`src/rtl/screen_painter.sv`:
```
// -----------------------------------------------------------------------------
// screen_painter
//
// Paints one full VGA frame into a vga_adapter, either by streaming one of
// NUM_SCREENS images stored back-to-back in a ROM, or with a single solid
// colour. One pixel is issued per cycle in raster order (x fastest). The ROM
// read latency is absorbed by a ROM_LATENCY-deep pipeline carrying x, y and a
// valid bit, so plot/x/y line up with the returning rom_data.
//
// Ports
//   CLOCK_50     in   sole clock, rising edge
//   resetn       in   asynchronous active-low reset
//   start        in   single-cycle draw request (also aborts a running draw)
//   screen_sel   in   image index, must be < NUM_SCREENS
//   fill_mode    in   0 = ROM image, 1 = solid fill
//   fill_colour  in   solid fill colour
//   rom_addr     out  ROM read address
//   rom_data     in   ROM read data, ROM_LATENCY cycles after rom_addr
//   x, y         out  pixel coordinates to vga_adapter
//   colour       out  pixel colour to vga_adapter
//   plot         out  write strobe to vga_adapter
//   busy         out  draw in progress (DRAW, DRAIN and FINISH)
//   done         out  one-cycle completion pulse (the FINISH cycle)
//   err          out  one-cycle pulse for a request with an invalid screen_sel
// -----------------------------------------------------------------------------
module screen_painter #(
    parameter int WIDTH       = 160,
    parameter int HEIGHT      = 120,
    parameter int XW          = 8,
    parameter int YW          = 7,
    parameter int COLOUR_BITS = 3,
    parameter int NUM_SCREENS = 6,
    parameter int SEL_W       = 3,
    parameter int ADDR_W      = 17,
    parameter int ROM_LATENCY = 1
) (
    input  logic                   CLOCK_50,
    input  logic                   resetn,
    input  logic                   start,
    input  logic [SEL_W-1:0]       screen_sel,
    input  logic                   fill_mode,
    input  logic [COLOUR_BITS-1:0] fill_colour,
    output logic [ADDR_W-1:0]      rom_addr,
    input  logic [COLOUR_BITS-1:0] rom_data,
    output logic [XW-1:0]          x,
    output logic [YW-1:0]          y,
    output logic [COLOUR_BITS-1:0] colour,
    output logic                   plot,
    output logic                   busy,
    output logic                   done,
    output logic                   err
);

    localparam int                PIX    = WIDTH * HEIGHT;
    localparam logic [ADDR_W-1:0] PIX_A  = ADDR_W'(PIX);
    localparam logic [XW-1:0]     LAST_X = XW'(WIDTH - 1);
    localparam logic [YW-1:0]     LAST_Y = YW'(HEIGHT - 1);
    localparam logic [2:0]        LAST_D = 3'(ROM_LATENCY - 1);

    typedef enum logic [1:0] {
        IDLE,
        DRAW,
        DRAIN,
        FINISH
    } state_t;

    state_t                   state_q, state_d;
    logic [XW-1:0]            cnt_x_q, cnt_x_d;
    logic [YW-1:0]            cnt_y_q, cnt_y_d;
    logic [ADDR_W-1:0]        addr_q, addr_d;
    logic [2:0]               drain_q, drain_d;
    logic                     fill_q, fill_d;
    logic [COLOUR_BITS-1:0]   fill_col_q, fill_col_d;
    logic [COLOUR_BITS-1:0]   colour_q, colour_d;
    logic                     err_q, err_d;

    // Coordinate/valid delay line matching the ROM read latency.
    logic                     vld_q [ROM_LATENCY];
    logic                     vld_d [ROM_LATENCY];
    logic [XW-1:0]            px_q  [ROM_LATENCY];
    logic [XW-1:0]            px_d  [ROM_LATENCY];
    logic [YW-1:0]            py_q  [ROM_LATENCY];
    logic [YW-1:0]            py_d  [ROM_LATENCY];

    logic                     sel_ok;
    logic                     accept;
    logic                     flush;
    logic                     issue;
    logic [COLOUR_BITS-1:0]   pix_colour;

    assign sel_ok = int'(screen_sel) < NUM_SCREENS;
    assign accept = start && sel_ok;
    // Any accepted request, including one that aborts a running draw, empties
    // the pipeline so no pixel of the old draw can reach the adapter.
    assign flush  = accept;
    assign issue  = (state_q == DRAW);

    // ------------------------------------------------------------------
    // Next-state and datapath
    // ------------------------------------------------------------------
    always_comb begin
        // NOTE: every signal gets a default before any branch so no path leaves
        // it unassigned -- otherwise synthesis infers a latch.
        state_d    = state_q;
        cnt_x_d    = cnt_x_q;
        cnt_y_d    = cnt_y_q;
        addr_d     = addr_q;
        drain_d    = drain_q;
        fill_d     = fill_q;
        fill_col_d = fill_col_q;
        err_d      = start && !sel_ok;

        unique case (state_q)
            IDLE: ;
            DRAW: begin
                if (cnt_x_q == LAST_X && cnt_y_q == LAST_Y) begin
                    state_d = DRAIN;
                    drain_d = '0;
                end else begin
                    addr_d = addr_q + 1'b1;
                    if (cnt_x_q == LAST_X) begin
                        cnt_x_d = '0;
                        cnt_y_d = cnt_y_q + 1'b1;
                    end else begin
                        cnt_x_d = cnt_x_q + 1'b1;
                    end
                end
            end
            DRAIN: begin
                if (drain_q == LAST_D) state_d = FINISH;
                else                   drain_d = drain_q + 1'b1;
            end
            FINISH: state_d = IDLE;
            default: state_d = IDLE;
        endcase

        // A valid request wins in every state: start, abort or back-to-back.
        // The base address multiply happens once per request, never per pixel.
        if (accept) begin
            state_d    = DRAW;
            cnt_x_d    = '0;
            cnt_y_d    = '0;
            addr_d     = ADDR_W'(screen_sel) * PIX_A;
            fill_d     = fill_mode;
            fill_col_d = fill_colour;
        end
    end

    // Pipeline stages load coordinates only from a valid source, so the last
    // stage naturally holds the most recently plotted x/y.
    always_comb begin
        for (int i = 0; i < ROM_LATENCY; i++) begin
            vld_d[i] = 1'b0;
            px_d[i]  = px_q[i];
            py_d[i]  = py_q[i];
        end
        vld_d[0] = issue && !flush;
        if (issue && !flush) begin
            px_d[0] = cnt_x_q;
            py_d[0] = cnt_y_q;
        end
        for (int i = 1; i < ROM_LATENCY; i++) begin
            vld_d[i] = vld_q[i-1] && !flush;
            if (vld_q[i-1] && !flush) begin
                px_d[i] = px_q[i-1];
                py_d[i] = py_q[i-1];
            end
        end
    end

    // rom_data arrives combinationally in the plot cycle; the colour register
    // only remembers it so colour can hold between plots.
    always_comb begin
        pix_colour = fill_q ? fill_col_q : rom_data;
        colour_d   = plot ? pix_colour : colour_q;
    end

    // ------------------------------------------------------------------
    // Registers
    // ------------------------------------------------------------------
    // NOTE: sequential state uses non-blocking assignments so every flop
    // samples pre-edge values, independent of statement order.
    always_ff @(posedge CLOCK_50 or negedge resetn) begin
        if (!resetn) begin
            state_q    <= IDLE;
            cnt_x_q    <= '0;
            cnt_y_q    <= '0;
            addr_q     <= '0;
            drain_q    <= '0;
            fill_q     <= 1'b0;
            fill_col_q <= '0;
            colour_q   <= '0;
            err_q      <= 1'b0;
            // NOTE: the pipeline is a handful of flops, not a RAM, so it is
            // reset; the valid bits must be, or a stale plot could follow reset.
            for (int i = 0; i < ROM_LATENCY; i++) begin
                vld_q[i] <= 1'b0;
                px_q[i]  <= '0;
                py_q[i]  <= '0;
            end
        end else begin
            state_q    <= state_d;
            cnt_x_q    <= cnt_x_d;
            cnt_y_q    <= cnt_y_d;
            addr_q     <= addr_d;
            drain_q    <= drain_d;
            fill_q     <= fill_d;
            fill_col_q <= fill_col_d;
            colour_q   <= colour_d;
            err_q      <= err_d;
            for (int i = 0; i < ROM_LATENCY; i++) begin
                vld_q[i] <= vld_d[i];
                px_q[i]  <= px_d[i];
                py_q[i]  <= py_d[i];
            end
        end
    end

    // ------------------------------------------------------------------
    // Outputs
    // ------------------------------------------------------------------
    assign rom_addr = addr_q;
    assign plot     = vld_q[ROM_LATENCY-1];
    assign x        = px_q[ROM_LATENCY-1];
    assign y        = py_q[ROM_LATENCY-1];
    assign colour   = plot ? pix_colour : colour_q;
    assign busy     = (state_q != IDLE);
    assign done     = (state_q == FINISH);
    assign err      = err_q;

endmodule

```
`config.mk`:
```
export PLATFORM = sky130hd
export DESIGN_NAME = screen_painter
export DESIGN_NICKNAME = d
export VERILOG_FILES = /design/src/rtl/screen_painter.sv
export SDC_FILE = /design/constraint.sdc
export NUM_CORES = 1
export LEC_CHECK = 0
export CAP_MARGIN = 20
export CORE_MARGIN = 1.5
export CORE_UTILIZATION = 54
export DETAILED_ROUTE_END_ITERATION = 7
export PLACE_DENSITY = 0.89
export SYNTH_ARGS = -nofsm -noshare
export SYNTH_HDL_FRONTEND = slang
export SYNTH_SLANG_ARGS = --single-unit
```
`constraint.sdc`:
```
create_clock -name CLOCK_50 -period 3.1 [get_ports CLOCK_50]
set_clock_uncertainty 0.2 [all_clocks]
set_input_delay 0.62 -clock CLOCK_50 [delete_from_list [all_inputs] [get_ports CLOCK_50]]
set_output_delay 0.62 -clock CLOCK_50 [all_outputs]
set_load 0.01 [all_outputs]
```
==> impl_metrics.py <==
metrics = {
    "synth": {
        "synth_seq_cells": 61,
        "synth-edff-count": 0,
        "synthTopCellsByCount": "dfrtp_1, nand2_1, nor2_1",
        "syn_area_per_cell_um2": 10.28,
        "yosysMostFrequentCell": "dfrtp_1",
        "ys_warn_count": 0,
        "ys_async_sr_fraction_pct": 100.0,
        "synth_nets": 337,
        "syn_inst": 306,
        "synth_top_area_share_pct": 48.55,
        "synth_area_um2": 3144,
        "ys_types": 42,
        "synthTopCellsByArea": "dfrtp_1, ha_1, mux2_2",
        "ys_seq_area_share_pct": 48.55,
        "synth_top_area_cell": "dfrtp_1",
        "synth_flop_cell": "dfrtp_1",
    },
    "setup_path": {
        "cp.buffers_inverters": 2,
        "crit_family": "buffers and inverters",
        "critPathLaunch": "rom_data[2]",
        "crit_fanout": 2,
        "r2r_start": "cnt_x_q[0]",
        "crit_chain": "clkdlybuf4s50_1 -> mux2i_1 -> a21oi_1 -> clkdlybuf4s50_1",
        "slowest_stage": "clkdlybuf4s50_1",
        "cp.required_ns": 2.28,
        "crit_top_cell": "clkdlybuf4s50_1",
        "cp-end-kind": "output port",
        "criticalPathCategory": "input pin to output port",
        "startpoint_type": "input pin",
        "cp_data_arrival_time_ns": 1.91,
        "critical-path-max-stage-delay_ns": 0.56,
        "path_depth": 4,
        "reg2reg_depth": 6,
    },
    "clocking": {
        "clk_latency_ns": 0.34,
        "root_buffer": "clkbuf_8",
        "cts_htree_levels": 3,
        "cts_tree": "built",
        "cts_hold_buf": 0,
        "cts_made_buffers": 9,
        "path_clk_slew_ns": 0.06,
        "post_cts_buffers": 0,
        "cts.sinks": 61,
        "cts.repair.resized": 0,
        "clock_path_buffers": 2,
    },
    "sta": {
        "whs_ns": 0.09016,
        "worst_slack_ns": 0.3657,
        "tightest_slew_ns": 0.6062,
        "fin_crit_sh_pct": 88.20,
        "relSlewSlack_pct": 59.58,
        "finalSetupViolations": 0,
        "min_period_ns": 2.734,
        "slew_violations": 0,
        "max_freq_mhz": 365.7,
        "finalHoldViolations": 0,
        "rsz0062_at_grt": "no",
        "tns_ns": 0,
    },
    "layout": {
        "nNetsFinal": 395,
        "area_delta_synth_final_pct": 25.35,
        "nFillCells": 414,
        "finalNonFillerCells": 441,
        "register_area_um2": 1526,
        "diodes": 0,
        "multi_input_area_um2": 1536,
        "drive_gt1_share_pct": 11.38,
    },
    "power": {
        "seqPwrFrac_pct": 41.0,
        "pwr-share-clk_pct": 28.5,
        "sw_frac_of_total_pct": 32.79,
        "ir_drop_uv": 481.6,
        "p_per_area_nw_per_um2": 618.6,
        "leakage_nw": 1.762,
        "p_int_w": 0.001639,
        "p_switching_w": 0.0007994,
        "pwr-share-comb_pct": 30.4,
    },
    "grt": {
        "grt_pass1_vias": 2438,
        "antenna_found_initial": 0,
        "grt_max_degree": 28,
        "gr-total-overflow": 0,
        "grt_pass1_wl_um": 11180,
        "track_usage_pct": 23.25,
    },
    "outcome": {
        "outcome": "complete, no violations",
    },
    "placement": {
        "portBuffers": 51,
        "place_ws_ns": 0.2089,
        "dp_hpwl_um": 4606,
        "gp_congestion": 0.8277,
        "dp.cells": 425,
    },
    "floorplanning": {
        "die_area_um2": 6289,
        "start_util_pct": 56.41,
        "fp.dieW_um": 79.31,
        "dieHeight_um": 79.31,
        "coreArea_um2": 5574,
        "io-pin-count": 52,
        "rows": 27,
    },
    "route": {
        "drtIter0Drc": 146,
        "viasPerCell": 5.603,
        "firstDrtPassIters": 5,
        "vias": 2471,
        "drc_errors": 0,
        "final_antenna_net_count": 0,
        "wl_per_cell_um": 14.92,
        "drt-total-wl_um": 6581,
    },
    "run": {
        "cap_violations": 0,
    },
    "min_path": {
        "hold_class": "input pin to async pin",
    },
}
==> final cells by class <==
cell class              count  area share [%]
clock inverters             4           1.206
repair buffers             58           14.16
multi-input cells         224           38.98
well taps                  72           2.286
inverters                  10          0.9524
clock buffers              12           3.683
flip-flops and latches     61           38.73
==> registers in the layout, indices dropped and copies added (netlist names) <==
register / flops
rom_addr: 17
cnt_x_q: 8
x: 8
cnt_y_q: 7
y: 7
colour_q: 3
drain_q: 3
fill_col_q: 3
state_q: 2
err: 1
fill_q: 1
plot: 1
==> power by group through the flow <==
stage          sequential [W]  clock, W  combinational [W]
2_1_floorplan         0.00102         0           0.000407
3_3_place_gp          0.00101         0           0.000712
3_5_place_dp          0.00101         0           0.000737
4_1_cts               0.00100  0.000710           0.000744
5_1_grt               0.00102  0.000750           0.000809
6_report              0.00100  0.000696           0.000742
==> per-stage QoR <==
step | util (%) | cell area (um^2) | total power (W)
after floorplan | - | 3144 | 0.001424
after global placement | 67.25 | 3749 | 0.001719
after detailed placement | 67.25 | 3749 | 0.001752
after CTS | 70.71 | 3941 | 0.002454
after global routing | 70.71 | 3941 | 0.002577
final | 70.71 | 3941 | 0.002438
==> kinds of logic (layout without fill, tap and decap cells) <==
kind of cell / after synthesis / in the layout / share of synthesized area [%]
buffers and inverters: 21 / 84 / 2.666
AOI/OAI and AO/OA: 38 / 38 / 7.243
DFF: 61 / 61 / 48.55
and+or+nand+nor: 124 / 124 / 20.49
xor gates and xnor gates: 24 / 24 / 6.685
adders and majority gates: 18 / 18 / 7.401
muxes: 20 / 20 / 6.964
==> final timing paths <==
check / slack [ns] / end
hold reg to reg: 0.29 / fill_col_q[0]
hold / removal: 0.09 / rom_addr[5]
min in group CLOCK_50: 0.29 / fill_col_q[0]
setup / recovery: 0.37 / colour[2]
setup reg to reg: 0.70 / rom_addr[15]
max in group asynchronous: 1.95 / y[3]
==> cells in the final DEF, fill, tap and decap left out, drive strengths merged, types with 3 or more instances in the layout <==
| master | Yosys | layout |
|---|---|---|
| nor3 | 7 | 7 |
| nor2b | 6 | 6 |
| clkbuf | 7 | 12 |
| nand3 | 14 | 14 |
| buf | 4 | 8 |
| and3 | 8 | 8 |
| clkdlybuf4s50 | 0 | 50 |
| nand4 | 13 | 13 |
| o21ai | 13 | 13 |
| inv | 10 | 10 |
| ha | 17 | 17 |
| dfrtp | 61 | 61 |
| nor2 | 23 | 23 |
| mux2 | 15 | 15 |
| mux2i | 5 | 5 |
| a21oi | 14 | 14 |
| nand2 | 35 | 35 |
| xor2 | 16 | 16 |
| xnor2 | 8 | 8 |
| a31oi | 3 | 3 |
| nand3b | 3 | 3 |
==> per-layer routing <==
layer  GRT usage, %  vias to the layer above  share of wire (%)
met3          5.632                       13                5.3
met5              0                        -                  0
met4          11.40                        0                1.9
li1               -                     1186                  -
met1          29.57                     1187                 45
met2          37.09                       85                 48
==> worst reg2reg max path, stage by stage (launching register included) <==
cell     delay [ns]
dfrtp_1        0.43
ha_1           0.27
and4b_1        0.27
nand4_1        0.39
nor4b_1        0.45
xnor2_1        0.19
mux2i_1        0.09
No activity file was read; power rests on OpenSTA's default activity.
